==> src/rtl/sd_spi_pkg.sv <==
// Shared definitions for the SD-card SPI command engine: FSM states,
// frame geometry and response-length limits.
package sd_spi_pkg;

    typedef enum logic [2:0] {
        ST_IDLE,
        ST_PRE,
        ST_SEND,
        ST_WAIT_R,
        ST_RECV,
        ST_FIN
    } state_t;

    localparam int FRAME_BITS     = 48;
    localparam int PRE_CYCLES     = 8;
    localparam int MAX_RESP_BYTES = 5;

    // Response length request mapped onto the supported 1..5 byte range
    function automatic logic [2:0] clamp_resp_bytes(input logic [2:0] n);
        if (n == 3'd0) begin
            return 3'd1;
        end
        if (n > 3'(MAX_RESP_BYTES)) begin
            return 3'(MAX_RESP_BYTES);
        end
        return n;
    endfunction

endpackage

==> src/rtl/sd_crc7.sv <==
// Serial CRC7 generator (x^7 + x^3 + 1), one message bit per enable.
// Only present when SD_SPI_CMD_CRC7_EN is defined.
`ifdef SD_SPI_CMD_CRC7_EN
module sd_crc7 (
    input  logic       clk,
    input  logic       rst,
    input  logic       clr,
    input  logic       en,
    input  logic       din,
    output logic [6:0] crc
);

    logic fb;

    assign fb = din ^ crc[6];

    // Shift the remainder left and fold the polynomial in on feedback
    always_ff @(posedge clk or posedge rst) begin
        if (rst) begin
            crc <= 7'd0;
        end else if (clr) begin
            crc <= 7'd0;
        end else if (en) begin
            crc <= {crc[5:3], crc[2] ^ fb, crc[1:0], fb};
        end
    end

endmodule
`endif

==> src/rtl/sd_spi_cmd.sv <==
// SD-card SPI-mode command engine: 8 idle clocks, 48-bit command frame,
// wait for the response start bit, then capture a 1..5 byte response.
// SPI mode 0. Build macro SD_SPI_CMD_CRC7_EN makes the CRC7 internal.
module sd_spi_cmd
    import sd_spi_pkg::*;
#(
    parameter int RESP_TIMEOUT_BITS = 128,
    parameter int DIV_W             = 8
) (
    input  logic             clk,
    input  logic             rst,
    input  logic             start,
    input  logic [5:0]       cmd_index,
    input  logic [31:0]      cmd_arg,
    input  logic [6:0]       cmd_crc,
    input  logic [2:0]       resp_bytes,
    input  logic [DIV_W-1:0] div,
    output logic             busy,
    output logic             done,
    output logic             timeout,
    output logic [39:0]      resp,
    output logic             sd_cclk,
    output logic             sd_cmd,
    input  logic             sd_data0
);

    localparam int WAIT_W = $clog2(RESP_TIMEOUT_BITS + 1);

    state_t             state_q, state_d;
    logic [DIV_W-1:0]   div_q, hcnt_q;
    logic [47:0]        frame_q;
    logic [2:0]         nbytes_q;
    logic [5:0]         bit_cnt_q;
    logic [WAIT_W-1:0]  wait_cnt_q;
    logic [5:0]         rx_cnt_q;
    logic               sclk_q, mosi_q, timeout_q;
    logic [39:0]        resp_q;

    logic               launch, active, tick, rise, fall;
    logic               pre_last, send_last;
    logic [5:0]         tx_idx, rx_total;
    logic               tx_bit;

    assign launch    = (state_q == ST_IDLE) && start;
    assign active    = (state_q == ST_PRE) || (state_q == ST_SEND) ||
                       (state_q == ST_WAIT_R) || (state_q == ST_RECV);
    assign tick      = active && (hcnt_q == div_q - 1'b1);
    assign rise      = tick && !sclk_q;
    assign fall      = tick && sclk_q;
    assign pre_last  = (bit_cnt_q == 6'(PRE_CYCLES - 1));
    assign send_last = (bit_cnt_q == 6'(FRAME_BITS - 1));
    assign rx_total  = {nbytes_q, 3'b000};
    assign tx_idx    = (state_q == ST_PRE) ? 6'd0 : bit_cnt_q + 6'd1;

`ifdef SD_SPI_CMD_CRC7_EN
    logic [6:0] crc_val;
    logic [2:0] crc_sel;
    logic       crc_en;

    assign crc_sel = 3'(6'd46 - tx_idx);
    assign crc_en  = fall && (tx_idx < 6'd40) &&
                     ((state_q == ST_PRE && pre_last) || (state_q == ST_SEND && !send_last));

    sd_crc7 u_crc7 (
        .clk (clk),
        .rst (rst),
        .clr (launch),
        .en  (crc_en),
        .din (tx_bit),
        .crc (crc_val)
    );
`endif

    // Select the next frame bit to launch on the coming SCLK falling edge
    always_comb begin
        tx_bit = frame_q[6'd47 - tx_idx];
`ifdef SD_SPI_CMD_CRC7_EN
        if (tx_idx >= 6'd40 && tx_idx <= 6'd46) begin
            tx_bit = crc_val[crc_sel];
        end
`endif
    end

    // State register
    always_ff @(posedge clk or posedge rst) begin
        if (rst) begin
            state_q <= ST_IDLE;
        end else begin
            state_q <= state_d;
        end
    end

    // Next-state and status outputs; transitions out of the SCLK phases happen on falling edges
    always_comb begin
        state_d = state_q;
        busy    = (state_q != ST_IDLE);
        done    = (state_q == ST_FIN);
        case (state_q)
            ST_IDLE:   if (start) state_d = ST_PRE;
            ST_PRE:    if (fall && pre_last) state_d = ST_SEND;
            ST_SEND:   if (fall && send_last) state_d = ST_WAIT_R;
            ST_WAIT_R: begin
                if (fall) begin
                    if (rx_cnt_q != 6'd0) begin
                        state_d = ST_RECV;
                    end else if (wait_cnt_q == WAIT_W'(RESP_TIMEOUT_BITS)) begin
                        state_d = ST_FIN;
                    end
                end
            end
            ST_RECV:   if (fall && rx_cnt_q == rx_total) state_d = ST_FIN;
            ST_FIN:    state_d = ST_IDLE;
            default:   state_d = ST_IDLE;
        endcase
    end

    // Datapath: SCLK divider, frame shifting, response capture and timeout flag
    always_ff @(posedge clk or posedge rst) begin
        if (rst) begin
            div_q      <= '0;
            hcnt_q     <= '0;
            frame_q    <= '0;
            nbytes_q   <= '0;
            bit_cnt_q  <= '0;
            wait_cnt_q <= '0;
            rx_cnt_q   <= '0;
            sclk_q     <= 1'b0;
            mosi_q     <= 1'b1;
            timeout_q  <= 1'b0;
            resp_q     <= '1;
        end else if (launch) begin
            div_q      <= (div == '0) ? DIV_W'(1) : div;
            frame_q    <= {2'b01, cmd_index, cmd_arg, cmd_crc, 1'b1};
            nbytes_q   <= clamp_resp_bytes(resp_bytes);
            hcnt_q     <= '0;
            bit_cnt_q  <= '0;
            wait_cnt_q <= '0;
            rx_cnt_q   <= '0;
            sclk_q     <= 1'b0;
            mosi_q     <= 1'b1;
            timeout_q  <= 1'b0;
            resp_q     <= '1;
        end else if (active) begin
            if (tick) begin
                hcnt_q <= '0;
                sclk_q <= ~sclk_q;
            end else begin
                hcnt_q <= hcnt_q + 1'b1;
            end
            if (rise) begin
                if (state_q == ST_WAIT_R) begin
                    wait_cnt_q <= wait_cnt_q + 1'b1;
                    if (!sd_data0) begin
                        rx_cnt_q   <= 6'd1;
                        resp_q[39] <= 1'b0;
                    end
                end else if (state_q == ST_RECV) begin
                    resp_q[6'd39 - rx_cnt_q] <= sd_data0;
                    rx_cnt_q                 <= rx_cnt_q + 6'd1;
                end
            end
            if (fall) begin
                case (state_q)
                    ST_PRE: begin
                        if (pre_last) begin
                            bit_cnt_q <= '0;
                            mosi_q    <= tx_bit;
                        end else begin
                            bit_cnt_q <= bit_cnt_q + 6'd1;
                        end
                    end
                    ST_SEND: begin
                        if (send_last) begin
                            mosi_q <= 1'b1;
                        end else begin
                            bit_cnt_q <= bit_cnt_q + 6'd1;
                            mosi_q    <= tx_bit;
                        end
                    end
                    ST_WAIT_R: begin
                        if (rx_cnt_q == 6'd0 && wait_cnt_q == WAIT_W'(RESP_TIMEOUT_BITS)) begin
                            timeout_q <= 1'b1;
                        end
                    end
                    default: ;
                endcase
            end
        end else begin
            hcnt_q <= '0;
            sclk_q <= 1'b0;
            mosi_q <= 1'b1;
        end
    end

    assign sd_cclk = sclk_q;
    assign sd_cmd  = mosi_q;
    assign resp    = resp_q;
    assign timeout = timeout_q;

endmodule

==> config.mk <==
export PLATFORM = sky130hd
export DESIGN_NAME = sd_spi_cmd
export DESIGN_NICKNAME = d
export VERILOG_FILES = /design/src/rtl/sd_spi_pkg.sv /design/src/rtl/sd_crc7.sv /design/src/rtl/sd_spi_cmd.sv
export SDC_FILE = /design/constraint.sdc
export NUM_CORES = 1
export LEC_CHECK = 0
export ABC_AREA = 0
export CELL_PAD_IN_SITES_DETAIL_PLACEMENT = 1
export CELL_PAD_IN_SITES_GLOBAL_PLACEMENT = 1
export CORE_UTILIZATION = 41
export DETAILED_ROUTE_END_ITERATION = 16
export HOLD_SLACK_MARGIN = 0.12
export PLACE_DENSITY_LB_ADDON = 0.1
export SLEW_MARGIN = 20
export SYNTH_ARGS = -nofsm -noshare
export SYNTH_HDL_FRONTEND = slang
export SYNTH_SLANG_ARGS = --single-unit
export TNS_END_PERCENT = 50
==> constraint.sdc <==
create_clock -name clk -period 5.55 [get_ports clk]
set_input_delay 1.3875 -clock clk [delete_from_list [all_inputs] [get_ports clk]]
set_output_delay 1.3875 -clock clk [all_outputs]
set_load 0.02 [all_outputs]
Word level (Yosys, flattened, before mapping)

Index checks and enable logic that the tools add are counted.

Reduce and logical (&&, ||, !) cells: 34
Add/subtract/negate cells: 7
Magnitude comparators: 4
Mux-type cells: 64
Eq/ne operators: 23
Bitwise operators: 1

Operator list:

| cell                                                | number |
|---|---|
| 2-to-1 mux 40 bit                                   | 4 |
| 2-to-1 mux 6 bit                                    | 12 |
| 2-to-1 mux 8 bit                                    | 8 |
| bitwise mux 40 bit                                  | 1 |
| 2-to-1 mux 39 bit                                   | 1 |
| 2-to-1 mux 3 bit                                    | 11 |
| 2-to-1 mux 1 bit                                    | 22 |
| adder 8 x 1 -> 8 bit (second input constant)        | 2 |
| AND reduction 4 bit                                 | 4 |
| one-hot mux 3 bit (5 select lines)                  | 1 |
| < comparator 6 x 7 -> 1 bit (second input constant) | 2 |
| adder 6 x 1 -> 6 bit (second input constant)        | 2 |
| one-hot mux 6 bit (2 select lines)                  | 1 |
| nonzero test 2 bit                                  | 6 |
| subtractor 6 bit (first input constant)             | 2 |
| logical AND 1 bit                                   | 9 |
| nonzero test 3 bit                                  | 3 |
| equality test 8 bit                                 | 1 |
| equality test 8 bit (second input constant)         | 1 |
| logical NOT 8 bit                                   | 1 |
| != test 2 bit (second input constant)               | 4 |
| subtractor 8 x 1 -> 8 bit (second input constant)   | 1 |
| binary-select mux 1 bit (select 6 bit)              | 1 |
| demux 1 bit (select 6 bit)                          | 1 |
| other kinds (23)                                    | 32 |

Output and inout port bits: 45
Bits of input ports: 60
Word-level logic and storage cells: 146
Flip-flop bits (word level): 132

Depth between registers and ports, before layout

Gate-level depths: netlist of the first run.

Depth in word-level cells: 11
Depth in mapped cells: 12
Mapped depth without buffers: 9

Worst setup path before layout of the first run

Ideal clock, no wire load.

Path kind: register -> register
Start point: reg div_q[0]
End point: reg wait_cnt_q[4]
Library setup time: 78 ps
Setup slack: 2610 ps
Clock period less this slack: 2940 ps
Arrival time: 2861 ps
Required time: 5472 ps
Stages on the path, launching flop included: 10
Buffers on the path: 1
Cells stage by stage: dfrtp_1 -> inv_1 -> ha_1 -> xnor2_1 -> or4_1 -> a2111o_1 -> or4_4 -> buf_2 -> or3_1 -> a21oi_1

Cells in the longest elaborated chain, start to end: 6

RTL lines:

| element                       | line              | RTL |
|---|---|---|
| start, declared               | sd_spi_cmd.sv:30  | `logic [DIV_W-1:0] div_q, hcnt_q;` |
| start signal, assigned        | sd_spi_cmd.sv:132 | `div_q <= (div == '0) ? DIV_W'(1) : div;` |
| subtractor 8 x 1 -> 8 bit     | sd_spi_cmd.sv:47  | `assign tick = active && (hcnt_q == div_q - 1'b1);` |
| equality test 8 bit           | sd_spi_cmd.sv:47  |  |
| logical AND 1 bit             | sd_spi_cmd.sv:47  |  |
| logical AND 1 bit             | sd_spi_cmd.sv:48  | `assign rise = tick && !sclk_q;` |
| nonzero test 2 bit (no line)  | --                |  |
| AND reduction 3 bit (no line) | --                |  |
| end signal, assigned          | sd_spi_cmd.sv:152 | `wait_cnt_q <= wait_cnt_q + 1'b1;` |
| end, declared                 | sd_spi_cmd.sv:34  | `logic [WAIT_W-1:0] wait_cnt_q;` |

Every way passes these cells.
A chain may end at the register's enable or synchronous reset.

Worst setup path in the final report of the first run

Start point: reg div_q[0]
End point: reg resp_q[39], in the netlist resp[39]

Cells in the longest elaborated chain, start to end: 6

RTL lines:

| element                       | line              | RTL |
|---|---|---|
| subtractor 8 x 1 -> 8 bit     | sd_spi_cmd.sv:47  |  |
| equality test 8 bit           | sd_spi_cmd.sv:47  |  |
| logical AND 1 bit             | sd_spi_cmd.sv:47  |  |
| logical AND 1 bit             | sd_spi_cmd.sv:48  |  |
| nonzero test 2 bit (no line)  | --                |  |
| AND reduction 4 bit (no line) | --                |  |
| end signal, assigned by index | sd_spi_cmd.sv:158 | `resp_q[6'd39 - rx_cnt_q] <= sd_data0;` |
| end, declared                 | sd_spi_cmd.sv:37  | `logic [39:0] resp_q;` |

Every way passes these cells.

==> results of run 1 <==
[flip-flops by register name, indices dropped and copies added (netlist names)]
register    flops
resp           40
wait_cnt_q      8
sd_cmd          1
timeout         1
frame_q        46
state_q         3
rx_cnt_q        6
bit_cnt_q       6
sd_cclk         1
nbytes_q        3
hcnt_q          8
div_q           8
[area by class of cell]
| cell class | count | area, um2 |
|---|---|---|
| Sequential cell | 131 | 3330 |
| Fill cell | 1928 | 7910 |
| Multi-Input combinational cell | 602 | 3470 |
| Clock inverter | 15 | 126 |
| Timing Repair Buffer | 112 | 1100 |
| Tap cell | 220 | 275 |
| Inverter | 16 | 62.6 |
| Clock buffer | 17 | 425 |
[layout by cell type (no fill, tap or decap), types with 4 or more instances in the layout]
cell type	count
sky130_fd_sc_hd__dfrtp_1	90
sky130_fd_sc_hd__or2_2	6
sky130_fd_sc_hd__o21ai_0	25
sky130_fd_sc_hd__buf_4	8
sky130_fd_sc_hd__nor2b_1	8
sky130_fd_sc_hd__and3_1	10
sky130_fd_sc_hd__nand4_1	6
sky130_fd_sc_hd__mux4_2	4
sky130_fd_sc_hd__dfstp_2	41
sky130_fd_sc_hd__inv_6	7
sky130_fd_sc_hd__xor2_1	12
sky130_fd_sc_hd__nand2b_1	9
sky130_fd_sc_hd__or4_1	7
sky130_fd_sc_hd__or3_1	9
sky130_fd_sc_hd__nor3_1	9
sky130_fd_sc_hd__clkinvlp_4	4
sky130_fd_sc_hd__nor2_1	83
sky130_fd_sc_hd__clkdlybuf4s50_1	104
sky130_fd_sc_hd__nor4_1	11
sky130_fd_sc_hd__xnor2_1	12
sky130_fd_sc_hd__mux2i_1	50
sky130_fd_sc_hd__clkbuf_16	17
sky130_fd_sc_hd__ha_1	9
sky130_fd_sc_hd__a21oi_1	22
sky130_fd_sc_hd__inv_1	15
sky130_fd_sc_hd__nand2_1	188
sky130_fd_sc_hd__o31ai_1	5
sky130_fd_sc_hd__o211ai_1	5
sky130_fd_sc_hd__clkinv_4	4
sky130_fd_sc_hd__nand3_1	56
sky130_fd_sc_hd__o22ai_1	4
sky130_fd_sc_hd__a211oi_1	5
[kinds of logic after synthesis]
family,after synthesis
xor gates and xnor gates,24
DFF,131
buffers and inverters,67
adders and majority gates,10
muxes,55
and+or+nand+nor,416
AOI/OAI and AO/OA,97
[how the worst min path moves through the flow]
stage	start	endpoint	slack, ps	depth (start not counted)
after global placement	frame_q[0]	frame_q[0]	450	1
after global routing	frame_q[24]	frame_q[24]	500	2
after floorplan	frame_q[0]	frame_q[0]	440	1
after detailed placement	frame_q[22]	frame_q[22]	460	2
final	frame_q[24]	frame_q[24]	470	2
after CTS	frame_q[24]	frame_q[24]	480	2
[tightest hold or removal path: cells and delay by family, from the launching register on]
kind,cells,cell delay (ps)
DFF,1,340
and+or+nand+nor,2,100
[stage by stage]
step | hold slack, ps | power, W | setup slack (ps) | cells | instance area [um2]
2_1_floorplan | 436 | 0.000992 | 733 | 800 | 7050
3_3_place_gp | 450 | 0.00104 | 1810 | 1081 | 8240
3_5_place_dp | 457 | 0.00105 | 1730 | 1081 | 8240
4_1_cts | 478 | 0.00210 | 1800 | 1113 | 8790
5_1_grt | 500 | 0.00214 | 1590 | 1113 | 8790
6_report | 473 | 0.00207 | 1770 | 1113 | 8790
[report_power, final]
group | switching [W] | internal (W) | total, W | leakage [nW]
clock | 0.000465 | 0.000582 | 0.00105 | 0.258
combinational | 0.0000315 | 0.0000396 | 0.0000711 | 2.18
sequential | 0 | 0.000957 | 0.000957 | 1.57
[layer usage]
layer	GRT usage [%]	vias up	share of wire [%]
li1	-	2907	-
met1	32.1	2992	48
met2	38.5	98	48
met3	4.19	13	2.8
met4	6.12	0	0.72
met5	0	-	0
==> results.txt, run 1 <==
----------------------------------------------------
[Worst setup path]
  Launch point of the critical path ... div_q[0]
  Setup crit end kind ... flip-flop
  Worst-path cell with the longest stage delay ... sky130_fd_sc_hd__and3_1
  Required time at the endpoint of the critical path ... 5900 ps
  Cell depth of the worst flop-to-flop path ... 9
  Worst setup path end ... resp[39]
  Capturing point of the worst reg2reg path ... resp[39]
  Critical path peak fanout ... 23
  Worst Path Class, Setup ... flip-flop to flip-flop
  Kind of start point of the critical path ... flip-flop
  Register-to-register setup slack ... 1770 ps
  Critical path data arrival time ... 4130 ps
  Slowest stage delay, CP ... 810 ps
  Sum of buffers and inverters on the critical path ... 2
  Crit path max-delay family ... simple AND/OR/NAND/NOR gates
  Critical path depth ... 9
  R2r startpoint ... div_q[0]
  Cell Chain, Critical Path ... inv_1 -> ha_1 -> xnor2_1 -> or4_1 -> a2111oi_2 -> and3_1 -> buf_4 -> a21boi_0 -> a311o_1

[Finish]
  # nets final ... 949
  Number of antenna cells inserted ... 0
  Share of the core filled with cells ... 52.6%
  Layout cell share with drive strength beyond 1 ... 11.6%
  Layout overhead on the synthesized area ... 24.7%

[Routing]
  Sum of routed wire length over all layers ... 19500 um
  Antenna Nets Post-Route ... 0
  1st-iter DRT viols ... 238
  Routed via count divided by cell count ... 5.40
  Wire per inst ... 17.5 um
  Number of remaining DRC errors ... 0
  Routed vias ... 6010
  Number of iterations in the first detailed-routing pass ... 4

[Yosys]
  Nets in the synthesized netlist ... 869
  Top cell type's share of synthesized area ... 32.0%
  Cell type with the largest total area after synthesis ... sky130_fd_sc_hd__dfrtp_1
  Synthesis-stage register bit count ... 131
  Largest family of logic cells by synthesized area ... simple AND/OR/NAND/NOR gates
  Cell types occupying the most area after synthesis ... sky130_fd_sc_hd__dfrtp_1 32%, sky130_fd_sc_hd__dfstp_2 15%, sky130_fd_sc_hd__nand2_1 10%, sky130_fd_sc_hd__mux2i_1 7.1%, sky130_fd_sc_hd__nor2_1 4.5%
  Simple-gate portion of the synthesized area ... 26.5%
  Compound-Gate Fraction of Synth Area ... 9.23%
  Top FF cell, synth ... sky130_fd_sc_hd__dfrtp_1
  Warnings from Yosys ... 0
  Most common cell in the netlist ... sky130_fd_sc_hd__nand2_1
  Area share of xor/xnor cells in the synthesized design ... 2.98%
  Number of instances in the synthesized netlist ... 800
  Count of cell types in the netlist ... 61
  Share of cell area taken by muxes after synthesis ... 8.54%
  Adder and majority gate portion of the synthesized area ... 1.74%
  Syn_area_per_cell ... 8.81 um2
  Summed instance area of the synthesized netlist ... 7050 um2
  Share of synthesized flip-flops with an asynchronous set or reset ... 100%
  Number of synthesized flops with an enable pin ... 0
  Proportion of synthesized chip area in sequential cells ... 47.2%
  Most instantiated cells after synthesis ... 188 x sky130_fd_sc_hd__nand2_1, 90 x sky130_fd_sc_hd__dfrtp_1, 84 x sky130_fd_sc_hd__nor2_1

[STA]
  Setup TNS ... 0 ps
  Final hold violation count ... 0
  Number of failing setup endpoints in the final timing report ... 0
  Final min period ... 3780 ps
  Worst Max-Slew Pin Slew ... 1040 ps
  Final-report max-slew violation count ... 0
  Peak clock frequency supported by timing ... 265 MHz
  Slew HR ... 30.1%
  Portion of the clock cycle consumed by the worst path in the final layout ... 68.1%
  Post-Route Skew ... 8.85 ps
  Setup repair after global routing missed its margin ... no

[CTS]
  Clock tree from TritonCTS ... built
  Clock root buffer ... sky130_fd_sc_hd__clkbuf_16
  Total of hold buffers inserted after clock tree synthesis ... 0
  Clock slew seen by the registers of the worst setup and hold paths ... 60 ps
  Clock latency of the later-clocked register in the worst-skew pair ... 430 ps
  Max H-tree Level ... 4
  CTS Buffer Depth ... 2
  Cts repair resizes ... 0
  Number of clock buffers inserted by TritonCTS ... 17
  Setup fix buffers added after clock tree synthesis ... 0
  Number of sinks handled by clock tree synthesis ... 131

[GRT]
  Pin count of the biggest net entering global routing ... 77
  Initial antenna violation count ... 0
  Vias in the first global route ... 6543
  Global-route usage over all layers ... 23.5%
  Total grt overflow ... 0
  Wire length of the first global-routing pass ... 33200 um

[Job]
  Max cap viols ... 0

[Die]
  Height of the chip ... 133 um
  Die Footprint ... 17700 um2
  I/O pin total ... 105
  Horiz. Die Dim ... 133 um
  Number of rows created at floorplan ... 47
  Effective utilization at floorplan ... 42.2%
  Placeable core area ... 16700 um2

[Placed design]
  Final GP Congestion ... 0.821
  Half-perimeter wire length after detailed placement ... 13500 um
  Port buffer count ... 104

[Power and ir drop]
  Power density over cell area ... 236 nW/um2
  Maximum VDD drop ... 0.203 mV
  Leakage ... 4.01 nW

[Outcome]
  Outcome ... completed

[Worst hold path]
  Worst hold-check path type ... flip-flop to flip-flop

----------------------------------------------------
No activity file was read; power rests on OpenSTA's default activity.
==> inputs of run 2 (changes only) <==
==> constraint.sdc (replaced) <==
create_clock -name clk -period 3.5 [get_ports clk]
set_input_delay 0.875 -clock clk [delete_from_list [all_inputs] [get_ports clk]]
set_output_delay 0.875 -clock clk [all_outputs]
set_load 0.02 [all_outputs]
==> run 2 against run 1 <==
Design area increased by 1.3%. Critical path type unchanged. Utilization increased by 0.67 points. Wire length increased by 2.7%. Critical endpoint is now wait_cnt_q[6].
==> results.txt, run 2 (same netlist as run 1, synthesis figures left out) <==
----------------------------------------------------
[Outcome]
  Outcome ... completed (unchanged)

[CTS]
  Clock slew seen by the registers of the worst setup and hold paths ... 60 ps (about the same)
  Max H-tree Level ... 4 (unchanged)
  Clock latency of the later-clocked register in the worst-skew pair ... 430 ps (about the same)
  Clock root buffer ... sky130_fd_sc_hd__clkbuf_16 (unchanged)
  Clock tree from TritonCTS ... built (unchanged)
  Number of clock buffers inserted by TritonCTS ... 17 (unchanged)
  Cts repair resizes ... 0 (unchanged)
  Number of sinks handled by clock tree synthesis ... 131 (unchanged)
  Total of hold buffers inserted after clock tree synthesis ... 0 (unchanged)
  Setup fix buffers added after clock tree synthesis ... 0 (unchanged)
  CTS Buffer Depth ... 2 (unchanged)

[STA]
  Worst hold slack ... 468 ps (was 473 ps)
  Worst Max-Slew Pin Slew ... 1030 ps (was 1040 ps)
  Setup repair after global routing missed its margin ... no (unchanged)
  Number of failing setup endpoints in the final timing report ... 0 (unchanged)
  Setup TNS ... 0 ps (unchanged)
  Peak clock frequency supported by timing ... 304 MHz (was 265 MHz)
  Slew HR ... 30.7% (was 30.1%)
  Portion of the clock cycle consumed by the worst path in the final layout ... 93.9% (was 68.1%)
  Final hold violation count ... 0 (unchanged)
  Post-Route Skew ... 12.3 ps (was 8.85 ps)
  Final-report max-slew violation count ... 0 (unchanged)
  Final min period ... 3290 ps (was 3780 ps)

[Finish]
  Number of antenna cells inserted ... 0 (unchanged)
  Leading cell type in the layout, fill and taps excluded ... sky130_fd_sc_hd__nand2_1 (unchanged)
  Register with the most flip-flops ... frame_q (unchanged)
  # nets final ... 956 (was 949)
  Commonest cells after routing, fill and taps aside ... 188 x sky130_fd_sc_hd__nand2_1, 104 x sky130_fd_sc_hd__clkdlybuf4s50_1, 90 x sky130_fd_sc_hd__dfrtp_1, 83 x sky130_fd_sc_hd__nor2_1, 56 x sky130_fd_sc_hd__nand3_1 (unchanged)
  Layout cell share with drive strength beyond 1 ... 12.3% (was 11.6%)
  Max FFs per register ... 46 (unchanged)
  Layout overhead on the synthesized area ... 26.3% (was 24.7%)

[Die]
  Die Footprint ... 17700 um2 (unchanged)
  I/O pin total ... 105 (unchanged)
  Number of rows created at floorplan ... 47 (unchanged)
  Height of the chip ... 133 um (unchanged)
  Horiz. Die Dim ... 133 um (unchanged)
  Effective utilization at floorplan ... 42.2% (unchanged)
  Placeable core area ... 16700 um2 (unchanged)

[Worst setup path]
  Slowest stage delay, CP ... 560 ps (was 810 ps)
  Launch point of the critical path ... div_q[0] (unchanged)
  Cell depth of the worst flop-to-flop path ... 8 (was 9)
  Worst-path cell with the longest stage delay ... sky130_fd_sc_hd__or4_1 (was sky130_fd_sc_hd__and3_1)
  Critical path peak fanout ... 12 (was 23)
  Setup crit end kind ... flip-flop (unchanged)
  Cell Chain, Critical Path ... inv_1 -> ha_1 -> xnor2_1 -> or4_1 -> a2111o_1 -> or4_4 -> or4_1 -> a21oi_1 (was inv_1 -> ha_1 -> xnor2_1 -> or4_1 -> a2111oi_2 -> and3_1 -> buf_4 -> a21boi_0 -> a311o_1)
  Critical path depth ... 8 (was 9)
  Crit-path most repeated cell ... sky130_fd_sc_hd__or4_1
  Critical path data arrival time ... 3630 ps (was 4130 ps)
  R2r startpoint ... div_q[0] (unchanged)
  Sum of buffers and inverters on the critical path ... 1 (was 2)
  Required time at the endpoint of the critical path ... 3840 ps (was 5900 ps)
  Kind of start point of the critical path ... flip-flop (unchanged)
  Crit path max-delay family ... simple AND/OR/NAND/NOR gates (unchanged)
  Worst Path Class, Setup ... flip-flop to flip-flop (unchanged)

[Routing]
  Antenna Nets Post-Route ... 0 (unchanged)
  Wire per inst ... 17.9 um (was 17.5 um)
  Number of iterations in the first detailed-routing pass ... 4 (unchanged)
  Routed via count divided by cell count ... 5.46 (was 5.40)
  Routed vias ... 6120 (was 6010)
  Sum of routed wire length over all layers ... 20100 um (was 19500 um)
  1st-iter DRT viols ... 312 (was 238)
  Number of remaining DRC errors ... 0 (unchanged)

[Placed design]
  Port buffer count ... 104 (unchanged)
  Half-perimeter wire length after detailed placement ... 14000 um (was 13500 um)
  Final GP Congestion ... 0.836 (was 0.821)

[Power and ir drop]
  Leakage ... 4.05 nW (was 4.01 nW)
  Power density over cell area ... 378 nW/um2 (was 236 nW/um2)
  Overall power after layout ... 0.00336 W (was 0.00207 W)
  Maximum VDD drop ... 0.329 mV (was 0.203 mV)

[GRT]
  Pin count of the biggest net entering global routing ... 132 (was 77)
  Initial antenna violation count ... 0 (unchanged)
  Vias in the first global route ... 6629 (was 6543)
  Total grt overflow ... 0 (unchanged)
  Wire length of the first global-routing pass ... 34200 um (was 33200 um)
  Global-route usage over all layers ... 24.4% (was 23.5%)

[Worst hold path]
  Hold Path Origin ... frame_q[37] (was frame_q[24])
  Min-Delay Path Depth ... 2 (unchanged)
  Worst hold-check path type ... flip-flop to flip-flop (unchanged)

[Job]
  Max cap viols ... 0 (unchanged)

----------------------------------------------------
==> run 2: cell types whose count changed in the layout (fill, tap and decap cells not counted) <==
cell	delta
sky130_fd_sc_hd__clkbuf_8	+1
sky130_fd_sc_hd__clkinvlp_4	+3
sky130_fd_sc_hd__bufinv_16	+1
sky130_fd_sc_hd__inv_6	-5
sky130_fd_sc_hd__buf_12	+3
sky130_fd_sc_hd__buf_4	+4
sky130_fd_sc_hd__inv_4	-1
sky130_fd_sc_hd__clkinv_2	+1
==> run 2: area by class of cell <==
type	count	area (um2)
Fill cell	1915	7800
Inverter	16	63.8
Sequential cell	131	3330
Clock inverter	14	133
Tap cell	220	275
Timing Repair Buffer	119	1190
Clock buffer	18	439
Multi-Input combinational cell	602	3470
==> run 2: per-layer routing <==
| layer | share of wire (%) | up-vias | wire length [um] | GRT usage [%] |
|---|---|---|---|---|
| met1 | 47 | 3074 | 9520 | 33.2 |
| met4 | 1.2 | 0 | 232 | 7.07 |
| met5 | 0 | - | 0 | 0 |
| met3 | 2.8 | 16 | 571 | 4.00 |
| li1 | - | 2921 | - | - |
| met2 | 49 | 109 | 9750 | 40.1 |
==> run 2: final timing paths <==
path,end,slack [ps]
max,wait_cnt_q[6],210
min,frame_q[37],470
max reg2reg,wait_cnt_q[6],210
min reg2reg,frame_q[37],470
max in group asynchronous,hcnt_q[4],1970
min in group asynchronous,div_q[4],960
==> run 2: power by group <==
| group | internal [W] | leakage, nW | switching, W |
|---|---|---|---|
| clock network | 0.00100 | 0.261 | 0.000734 |
| logic | 0.0000637 | 2.22 | 0.0000499 |
| registers | 0.00152 | 1.57 | 0 |
| total | 0.00258 | 4.05 | 0.000783 |
==> run 2: through the flow <==
step	util, %	setup WS [ps]	instances	cell area (um2)
floorplan	-	560	800	7050
global placement	49.9	401	1088	8330
detailed placement	49.9	281	1088	8330
CTS	53.3	226	1120	8900
global route	53.3	67.9	1120	8900
finish	53.3	213	1120	8900
==> run 2: worst min-delay path, delay by kind of cell, from the launching register on <==
family / cells / cell delay, ps
flops: 1 / 340
simple gates: 2 / 100
==> inputs of run 3 (changes only) <==
--- a/config.mk
+++ b/config.mk
@@ -12,6 +12,7 @@
 export DETAILED_ROUTE_END_ITERATION = 16
 export HOLD_SLACK_MARGIN = 0.12
 export PLACE_DENSITY_LB_ADDON = 0.1
+export SKIP_CTS_REPAIR_TIMING = 1
 export SLEW_MARGIN = 20
 export SYNTH_ARGS = -nofsm -noshare
 export SYNTH_HDL_FRONTEND = slang
==> results of run 3 <==
Final layout, timing and power as in run 2 (identical DEF).
